File: src/rtl/taskb.sv
// ---------------------------------------------------------------------------
// taskb -- push-button synchronizer, debouncer and press-strobe generator.
//
// The raw button level is brought into the CLK domain through a chain of
// SYNC_STAGES flops. The synchronized level must then disagree with the
// accepted (debounced) level for DEBOUNCE_CYCLES consecutive edges before it
// is accepted. Every accepted 0->1 transition of the debounced level yields
// one registered, single-cycle strobe on pulse.
//
// Parameters
//   SYNC_STAGES      synchronizer depth on button (2..4)
//   DEBOUNCE_CYCLES  consecutive edges a changed level must persist (1..65535)
//
// Ports
//   CLK     in   single clock, rising edge
//   RST_N   in   asynchronous assert, active-low reset
//   button  in   raw asynchronous push-button level, 1 = pressed
//   pulse   out  one-cycle strobe per accepted press
// ---------------------------------------------------------------------------
module taskb #(
   parameter int SYNC_STAGES     = 2,
   parameter int DEBOUNCE_CYCLES = 2
) (
   input  logic CLK,
   input  logic RST_N,
   input  logic button,
   output logic pulse
);

   localparam int CW = $clog2(DEBOUNCE_CYCLES + 1);
   localparam logic [CW:0] DEB_TARGET = DEBOUNCE_CYCLES[CW:0];

   logic [SYNC_STAGES-1:0] sync_q;
   logic                   sync_out;
   logic                   stable;
   logic [CW-1:0]          cnt;
   logic [CW:0]            cnt_inc;
   logic                   differ;
   logic                   accept;

   // Synchronizer: sync_q[0] samples the raw pin, the top bit is sync_out.
   always_ff @(posedge CLK or negedge RST_N) begin
      if (!RST_N) begin
         sync_q <= '0;
      end else begin
         sync_q <= {sync_q[SYNC_STAGES-2:0], button};
      end
   end

   assign sync_out = sync_q[SYNC_STAGES-1];

   // One extra bit on the increment so the comparison against the target
   // cannot alias when DEBOUNCE_CYCLES fills the counter width exactly.
   assign differ  = (sync_out != stable);
   assign cnt_inc = {1'b0, cnt} + 1'b1;
   assign accept  = differ && (cnt_inc == DEB_TARGET);

   // Debounce: any edge agreeing with stable restarts the count, so a glitch
   // shorter than DEBOUNCE_CYCLES never reaches acceptance. The counter is
   // cleared on acceptance and therefore never exceeds DEBOUNCE_CYCLES-1.
   always_ff @(posedge CLK or negedge RST_N) begin
      if (!RST_N) begin
         stable <= 1'b0;
         cnt    <= '0;
      end else if (!differ) begin
         cnt <= '0;
      end else if (accept) begin
         stable <= sync_out;
         cnt    <= '0;
      end else begin
         cnt <= cnt_inc[CW-1:0];
      end
   end

   // Strobe on the same edge stable is loaded with 1; releases give nothing.
   always_ff @(posedge CLK or negedge RST_N) begin
      if (!RST_N) begin
         pulse <= 1'b0;
      end else begin
         pulse <= accept & sync_out;
      end
   end

endmodule

File: config.mk
export PLATFORM = sky130hd
export DESIGN_NAME = taskb
export DESIGN_NICKNAME = d
export VERILOG_FILES = /design/src/rtl/taskb.sv
export SDC_FILE = /design/constraint.sdc
export NUM_CORES = 1
export LEC_CHECK = 0
export BUFFER_PORTS_ARGS = -buffer_cell sky130_fd_sc_hd__buf_2
export CAP_MARGIN = 25
export CORE_AREA = 8 8 45 47
export CTS_CLUSTER_SIZE = 28
export DETAILED_ROUTE_END_ITERATION = 8
export DIE_AREA = 0 0 53 55
export PLACE_DENSITY = 0.31
export SLEW_MARGIN = 20
export SYNTH_ARGS = -nofsm -noshare
export SYNTH_HDL_FRONTEND = slang
export SYNTH_SLANG_ARGS = --single-unit
File: constraint.sdc
create_clock -name CLK -period 1.2 [get_ports CLK]
set_input_delay 0 -clock CLK [delete_from_list [all_inputs] [get_ports CLK]]
set_output_delay 0 -clock CLK [all_outputs]
set_load 0.005 [all_outputs]
==> results.py, run 1 <==
metrics = {
    "sta": {
        "fin_skew_ns": 0.000308,
        "finalCritPeriodShare": 0.772,
        "hold_viol": 0,
        "setup_slack_ns": 0.273,
        "setup-tns-final_ns": 0,
        "drv_slew": 0,
        "tightest_slew_ns": 0.245,
        "rsz0062_at_grt": "false",
        "finalSetupViolCount": 0,
        "max-slew-margin-rel": 0.836,
        "fmax_mhz": 1080,
        "min_period_ns": 0.927,
    },
    "floorplanning": {
        "start_util": 0.148,
        "die-area_um2": 2920,
        "core_area_um2": 1380,
        "die_y_um": 55,
        "die_w_um": 53,
        "fp-row-count": 14,
        "ios": 4,
    },
    "worst_setup_path": {
        "worstPathCellList": "ha_1, nor3_2",
        "worst-path-buf-inv": 0,
        "reg2reg_depth": 2,
        "r2r_end": "cnt[1]",
        "path_depth": 2,
        "cp_top_family": "flip-flops",
        "r2r-start": "cnt[0]",
        "worstSetupPathType": "reg2reg",
        "critPathLaunchType": "flop",
        "cp_slowest_cell": "dfrtp_1",
        "worstSetupStartpoint": "cnt[0]",
        "worstPathArrival_ns": 1.09,
        "cp.required_ns": 1.36,
        "critPathCapture": "cnt[1]",
        "path_max_fanout": 2,
        "slowest_delay_ns": 0.38,
        "end_kind": "flop",
        "r2r_slack_ns": 0.27,
    },
    "power": {
        "p_clk_frac": 0.291,
        "switching_share": 0.283,
        "p_switching_uw": 177,
        "vdd_drop_max_mv": 0.915,
        "power_density_nw_per_um2": 2220,
        "p_comb_frac": 0.240,
        "seqPwrFrac": 0.469,
        "p_int_uw": 450,
        "p_leak_nw": 0.135,
    },
    "layout": {
        "diodes": 0,
        "drive_gt1_frac": 0.304,
        "finish.net_count": 29,
        "area_growth_syn_to_layout_pct": 37.8,
    },
    "placed_design": {
        "dp_slack_ns": 0.285,
        "gp_congestion": 0.569,
        "port_buffers": 3,
        "dpl.hpwl_um": 226,
    },
    "grt": {
        "grt_max_degree": 7,
        "overflow": 0,
        "grt_pass1_vias": 139,
        "antenna_found_initial": 0,
        "grt_usage": 0.0318,
        "grt_pass1_wl_um": 593,
    },
    "drt": {
        "via_per_inst": 2.97,
        "vias": 116,
        "drt_pass1_iterations": 1,
        "drt_iter0_drc": 0,
        "totalWireLength_um": 308,
        "antenna_left": 0,
        "drc_errors": 0,
        "wl_per_cell_um": 7.90,
    },
    "logic_synthesis": {
        "yosysSeqAreaShare": 0.732,
        "async_flop_share": 1.00,
        "synthDistinctLibCells": 8,
        "ys_ff_latch": 6,
        "yosysMostFrequentCell": "dfrtp_1",
        "syn_nets": 19,
        "synth.cells.most_frequent": "dfrtp_1, inv_1, nor2_1",
        "synth_top_area_cell": "dfrtp_1",
        "synth_area_um2": 205,
        "syn_area_per_cell_um2": 13.7,
        "synth-edff-count": 0,
        "ys.flop_type": "dfrtp_1",
        "ys_warn_count": 0,
        "synth_top_area_frac": 0.732,
        "syn_inst": 15,
        "synth_area_leaders": "dfrtp_1, ha_1, nor3_2",
    },
    "clock_network": {
        "cts_made_buffers": 3,
        "worstSkewPairLatency_ns": 0.24,
        "numClockSinks": 6,
        "cts_setup_buffers": 0,
        "cts_max_level": 1,
        "clockBufferDepth": 2,
        "root_buffer": "clkbuf_4",
        "cts-resized-gates": 0,
        "cts_tree": "built",
        "ctsHoldBuffers": 2,
        "clk_pin_slew_ns": 0.04,
    },
    "min_path": {
        "hp-class": "in2async",
    },
    "job": {
        "maxCapViolations": 0,
    },
    "outcome": {
        "status": "finished clean",
    },
}
## metal layers
layer  part of all wire  track usage
met5                  0            0
met4                  0       0.0129
met3               0.17       0.0428
met2               0.31       0.0352
met1               0.53       0.0323
## power by group through the flow
stage | clock network, mW | registers [mW] | logic [mW]
2_1_floorplan | 0 | 0.292 | 0.115
3_3_place_gp | 0 | 0.294 | 0.144
3_5_place_dp | 0 | 0.297 | 0.145
4_1_cts | 0.194 | 0.294 | 0.152
5_1_grt | 0.203 | 0.306 | 0.181
6_report | 0.183 | 0.294 | 0.151
## how the worst min path moves through the flow
stage                      from        end  slack (ns)  cells after the start
after detailed placement  RST_N     cnt[1]       -0.16                      1
after global placement    RST_N     cnt[0]       -0.17                      1
after CTS                 RST_N     cnt[1]        0.11                      2
after floorplan           RST_N     cnt[0]       -0.30                      0
after global routing      RST_N  sync_q[1]        0.11                      2
final                     RST_N     cnt[1]        0.11                      2
## logic make-up (layout without fill, tap and decap cells)
logic type | count (synthesis) | after routing | share of synthesized area
xor gates and xnor gates | 1 | 1 | 0.0427
adders and majority gates | 1 | 1 | 0.0610
DFF | 6 | 6 | 0.732
buffers and inverters | 2 | 10 | 0.0366
and+or+nand+nor | 4 | 4 | 0.104
AOI/OAI and AO/OA | 1 | 1 | 0.0244
## cell type report
cell class	instances	area [µm²]
clock buffers	3	22.5
fillers	150	1100
inverters	2	7.51
multi-input cells	7	47.5
flip-flops and latches	6	150
well taps	16	20.0
repair buffers	5	35.0
## through the flow
stage | instances | hold slack, ns | instance area, µm² | power, mW | util
finish | 39 | 0.111 | 283 | 0.627 | 0.204
detailed placement | 34 | -0.165 | 240 | 0.442 | 0.174
global placement | 34 | -0.170 | 240 | 0.439 | 0.174
global route | 39 | 0.114 | 283 | 0.690 | 0.204
CTS | 39 | 0.107 | 283 | 0.640 | 0.204
floorplan | 15 | -0.296 | 205 | 0.407 | -
## flip-flops by register name, indices dropped and copies added (netlist names)
signal,flops
cnt,2
pulse,1
stable,1
sync_q,2
## cell usage in the layout (no fill, tap or decap)
cell / count
o21ai_0: 1
buf_2: 3
dlygate4sd3_1: 2
nor3_2: 1
nand2_1: 1
dfrtp_1: 6
ha_1: 1
inv_1: 2
xnor2_1: 1
nor2_1: 2
clkbuf_4: 3
## worst reg2reg max path, delay by kind of cell (launching register included)
family / cells / cell delay [ns]
adders and majority gates: 1 / 0.30
DFF: 1 / 0.38
and+or+nand+nor: 1 / 0.17
Power figures use the tool's default switching activity.
==> inputs of run 2 (changes only) <==
- clock period: 1.2 -> 0.9 ns (I/O delays scaled with it)
==> run 2 against run 1 <==
Total power is 54% higher. Utilization rose by 2.0 points. Sequential cell count is the same. Hold slack worse by 0.0097 ns. Clock skew is 0.00076 ns higher. Combinational power rose by 110%. Cell area increased by 9.7%. Non-clock buffer count grew 2.
==> results.py, run 2 (synthesis results as in run 1) <==
metrics = {
    "outcome": {
        "status": "finished clean",
    },
    "power": {
        "p_comb_frac": 0.325,
        "seqPwrFrac": 0.422,
        "p_int_uw": 686,
        "p_switching_uw": 278,
        "power_density_nw_per_um2": 3110,
        "p_clk_frac": 0.253,
        "vdd_drop_max_mv": 0.980,
        "switching_share": 0.288,
        "p_leak_nw": 0.145,
    },
    "layout": {
        "fill_cells": 152,
        "largest_registers": "cnt (2), sync_q (2)",
        "finish.net_count": 31,
        "area_growth_syn_to_layout_pct": 51.2,
        "final_cell_mix": "dfrtp_1, clkbuf_4, buf_2",
        "fin_area_um2": 310,
        "drive_gt1_frac": 0.440,
        "layout_commonest_cell": "dfrtp_1",
        "diodes": 0,
        "final_core_utilization": 0.224,
        "final_cells": 41,
    },
    "floorplanning": {
        "die_y_um": 55,
        "die_w_um": 53,
        "fp-row-count": 14,
        "start_util": 0.148,
        "ios": 4,
        "core_area_um2": 1380,
        "die-area_um2": 2920,
    },
    "sta": {
        "fin_skew_ns": 0.00107,
        "finalCritPeriodShare": 0.962,
        "setup_slack_ns": 0.0339,
        "min_period_ns": 0.866,
        "hold_viol": 0,
        "holdWs_ns": 0.102,
        "fmax_mhz": 1150,
        "drv_slew": 0,
        "rsz0062_at_grt": "true",
        "finalSetupViolCount": 0,
        "tightest_slew_ns": 0.244,
        "max-slew-margin-rel": 0.836,
    },
    "drt": {
        "antenna_left": 0,
        "drt_pass1_iterations": 1,
        "totalWireLength_um": 349,
        "vias": 130,
        "drc_errors": 0,
        "wl_per_cell_um": 8.51,
        "via_per_inst": 3.17,
        "drt_iter0_drc": 0,
    },
    "worst_setup_path": {
        "path_max_fanout": 1,
        "cp.required_ns": 1.06,
        "critPathCapture": "cnt[1]",
        "critPathLaunchType": "flop",
        "worstSetupStartpoint": "cnt[1]",
        "r2r_slack_ns": 0.03,
        "worstPathArrival_ns": 1.03,
        "worstSetupPathType": "reg2reg",
        "end_kind": "flop",
        "r2r-start": "cnt[1]",
        "reg2reg_depth": 3,
        "r2r_end": "cnt[1]",
    },
    "clock_network": {
        "cts_tree": "built",
        "clockBufferDepth": 2,
        "root_buffer": "clkbuf_4",
        "numClockSinks": 6,
        "clk_pin_slew_ns": 0.04,
        "worstSkewPairLatency_ns": 0.24,
        "cts_max_level": 1,
        "cts_made_buffers": 3,
    },
    "placed_design": {
        "dp_slack_ns": -0.0238,
        "port_buffers": 3,
        "gp_congestion": 0.589,
        "dp_cells": 34,
        "placed_area_um2": 240,
        "dpl.hpwl_um": 235,
    },
    "grt": {
        "antenna_found_initial": 0,
        "grt_max_degree": 7,
        "overflow": 0,
        "grt_usage": 0.0335,
        "grt_pass1_wl_um": 627,
        "grt_pass1_vias": 157,
    },
    "job": {
        "maxCapViolations": 0,
    },
    "min_path": {
        "hp-class": "in2async",
    },
}
## run 2: through the flow
step,total power [mW],setup TNS (ns)
final,0.964,0
after global placement,0.584,0
after floorplan,0.543,0
after CTS,0.892,0
after global routing,1.04,-0.0177
after detailed placement,0.594,-0.0238
## run 2: layout make-up
| class | instances | area [µm²] | share of cell area |
|---|---|---|---|
| Sequential cell | 6 | 150 | 0.484 |
| Clock buffer | 3 | 22.5 | 0.0726 |
| Tap cell | 16 | 20.0 | 0.0645 |
| Multi-Input combinational cell | 7 | 60.1 | 0.194 |
| Inverter | 2 | 7.51 | 0.0242 |
| Timing Repair Buffer | 7 | 50.0 | 0.161 |
## run 2: worst min path at each step
stage	from	end	slack, ns	depth (start not counted)
3_3_place_gp	RST_N	cnt[0]	-0.17	1
3_5_place_dp	RST_N	cnt[1]	-0.17	1
6_report	RST_N	cnt[1]	0.10	2
4_1_cts	RST_N	cnt[1]	0.1	2
2_1_floorplan	RST_N	cnt[0]	-0.30	0
5_1_grt	RST_N	sync_q[0]	0.12	2
## run 2: power groups by stage
stage / sequential [mW] / clock [mW] / combinational, mW
2_1_floorplan: 0.390 / 0 / 0.153
3_3_place_gp: 0.392 / 0 / 0.192
3_5_place_dp: 0.397 / 0 / 0.198
4_1_cts: 0.393 / 0.264 / 0.234
5_1_grt: 0.417 / 0.273 / 0.355
6_report: 0.406 / 0.244 / 0.314
## run 2: critical path, stage by stage (launching register included)
cell     delay (ns)
dfrtp_1        0.37
inv_2          0.07
ha_4           0.20
nor3_2         0.16
## run 2: what timing repair did
action	CTS	global route
endpoints found under the hold margin	7	0
pin swaps	2	1
setup buffers	1	1
gates resized for setup	0	3
endpoints found under the setup margin	1	3
hold buffers	2	0
## run 2: routing by layer
| layer | share of wire | track usage | wire [µm] |
|---|---|---|---|
| met1 | 0.46 | 0.0353 | 160 |
| met2 | 0.37 | 0.0371 | 129 |
| met3 | 0.17 | 0.0428 | 60 |
| met4 | 0 | 0.0129 | 0 |
| met5 | 0 | 0 | 0 |
==> inputs of run 3 (changes only) <==
- SETUP_SLACK_MARGIN: not set -> 0.3
- SKIP_LAST_GASP: not set -> 1
- clock period: 0.9 -> 0.8 ns (I/O delays scaled with it)
==> run 3 against run 2 <==
Critical path depth down 1. Via count down 3.1%. Sequential cell count did not move. The run now ends with negative hold slack, negative setup slack left. Die area did not move. Largest cell class unchanged. Highest routed layer unchanged. Non-clock buffer count fell by 2. Sequential power rose by 14%. Clock skew shrank 0.00092 ns. Critical path type unchanged. Largest power group unchanged. Fmax grew 6.5%. Combinational power increased by 18%.
==> results.py, run 3 (synthesis results as in run 1) <==
metrics = {
    "clock_network": {
        "cts_max_level": 1,
        "clockBufferDepth": 2,
        "worstSkewPairLatency_ns": 0.24,
        "ctsHoldBuffers": 1,
        "numClockSinks": 6,
        "cts_made_buffers": 3,
        "clk_pin_slew_ns": 0.04,
        "cts_tree": "built",
        "root_buffer": "clkbuf_4",
    },
    "floorplanning": {
        "core_area_um2": 1380,
        "die-area_um2": 2920,
        "die_w_um": 53,
        "ios": 4,
        "die_y_um": 55,
        "start_util": 0.148,
        "fp-row-count": 14,
    },
    "drt": {
        "vias": 126,
        "drt_pass1_iterations": 1,
        "totalWireLength_um": 338,
        "wl_per_cell_um": 8.67,
        "via_per_inst": 3.23,
        "drt_iter0_drc": 0,
        "drc_errors": 0,
        "antenna_left": 0,
    },
    "placed_design": {
        "gp_congestion": 0.656,
        "dp_slack_ns": -0.0266,
        "port_buffers": 3,
        "dpl.hpwl_um": 268,
        "placed_area_um2": 270,
    },
    "grt": {
        "overflow": 0,
        "grt_max_degree": 7,
        "grt_usage": 0.0313,
        "grt_pass1_wl_um": 586,
        "grt_pass1_vias": 140,
        "antenna_found_initial": 0,
    },
    "sta": {
        "finalCritPeriodShare": 1.02,
        "min_period_ns": 0.813,
        "fin_skew_ns": 0.000150,
        "rsz0062_at_grt": "true",
        "finalSetupViolCount": 2,
        "tightest_slew_ns": 0.166,
        "holdWs_ns": -0.134,
        "hold_viol": 1,
        "max-slew-margin-rel": 0.889,
        "fmax_mhz": 1230,
        "setup_slack_ns": -0.0132,
        "drv_slew": 0,
    },
    "layout": {
        "layout_commonest_cell": "dfrtp_1",
        "fin_area_um2": 312,
        "area_growth_syn_to_layout_pct": 51.8,
        "final_core_utilization": 0.225,
        "finish.net_count": 29,
        "drive_gt1_frac": 0.565,
        "diodes": 0,
        "largest_registers": "cnt (2), sync_q (2)",
        "final_cell_mix": "dfrtp_1, clkbuf_4, buf_2",
    },
    "outcome": {
        "status": "finished with violations",
        "violations": "negative hold slack, negative setup slack",
    },
    "power": {
        "switching_share": 0.306,
        "p_int_uw": 767,
        "seqPwrFrac": 0.419,
        "power_density_nw_per_um2": 3550,
        "p_switching_uw": 338,
        "p_comb_frac": 0.334,
        "p_leak_nw": 0.149,
        "p_clk_frac": 0.247,
        "vdd_drop_max_mv": 1.03,
    },
    "min_path": {
        "holdPathStages": 1,
        "hp-class": "in2reg",
    },
    "worst_setup_path": {
        "cp.required_ns": 0.92,
        "end_kind": "flop",
        "worstSetupPathType": "reg2reg",
        "critPathLaunchType": "flop",
        "reg2reg_depth": 2,
        "path_max_fanout": 2,
        "worstPathArrival_ns": 0.94,
    },
    "job": {
        "maxCapViolations": 0,
    },
}
-- run 3: worst max-delay path: stages, from the launching register on --
cell	delay (ns)
dfrtp_1	0.40
ha_4	0.27
nor3_2	0.03
-- run 3: repair_timing --
item                                    4_1_cts  5_1_grt
hold endpoints to repair                      7        1
gates cloned                                  0        0
resized for setup                             2        1
endpoints found under the setup margin        5        5
buffers inserted                              0        0
pin swaps                                     3        0
-- run 3: power groups by stage --
stage	Clock, mW	Combinational, mW	Sequential, mW
CTS	0.292	0.362	0.463
global placement	0	0.315	0.458
finish	0.273	0.369	0.463
detailed placement	0	0.336	0.461
global route	0.309	0.427	0.472
floorplan	0	0.254	0.456
-- run 3: final timing paths --
check / startpoint / to / slack (ns)
max in group asynchronous: RST_N / sync_q[1] / 0.54
min in group asynchronous: RST_N / cnt[1] / 0.12
worst max register to register: cnt[0] / cnt[1] / -0.01
worst max-delay path: cnt[0] / cnt[1] / -0.01
worst min-delay path: button / sync_q[0] / -0.13
worst min register to register: sync_q[0] / sync_q[1] / 0.35
-- run 3: cell type report --
cell class | instances | area (µm²)
inverters | 2 | 7.51
well taps | 16 | 20.0
multi-input cells | 7 | 78.8
clock buffers | 3 | 22.5
repair buffers | 5 | 32.5
flip-flops and latches | 6 | 150
fillers | 155 | 1070
-- run 3: per-layer routing --
| metal | up-vias | share of wire | GRT usage | wire length, µm |
|---|---|---|---|---|
| li1 | 65 | - | - | - |
| met1 | 57 | 0.41 | 0.0308 | 137 |
| met2 | 4 | 0.45 | 0.0391 | 152 |
| met3 | 0 | 0.14 | 0.0214 | 48 |
| met4 | 0 | 0 | 0.0388 | 0 |
| met5 | - | 0 | 0 | 0 |
-- run 3: per-stage QoR --
stage | TNS (ns) | cells | hold WS, ns | total power [mW]
floorplan | 0 | 15 | -0.296 | 0.710
global placement | -0.00954 | 35 | -0.168 | 0.773
detailed placement | -0.0355 | 35 | -0.168 | 0.797
CTS | -0.0529 | 39 | -0.146 | 1.12
global route | -0.167 | 39 | -0.144 | 1.21
finish | -0.0178 | 39 | -0.134 | 1.11
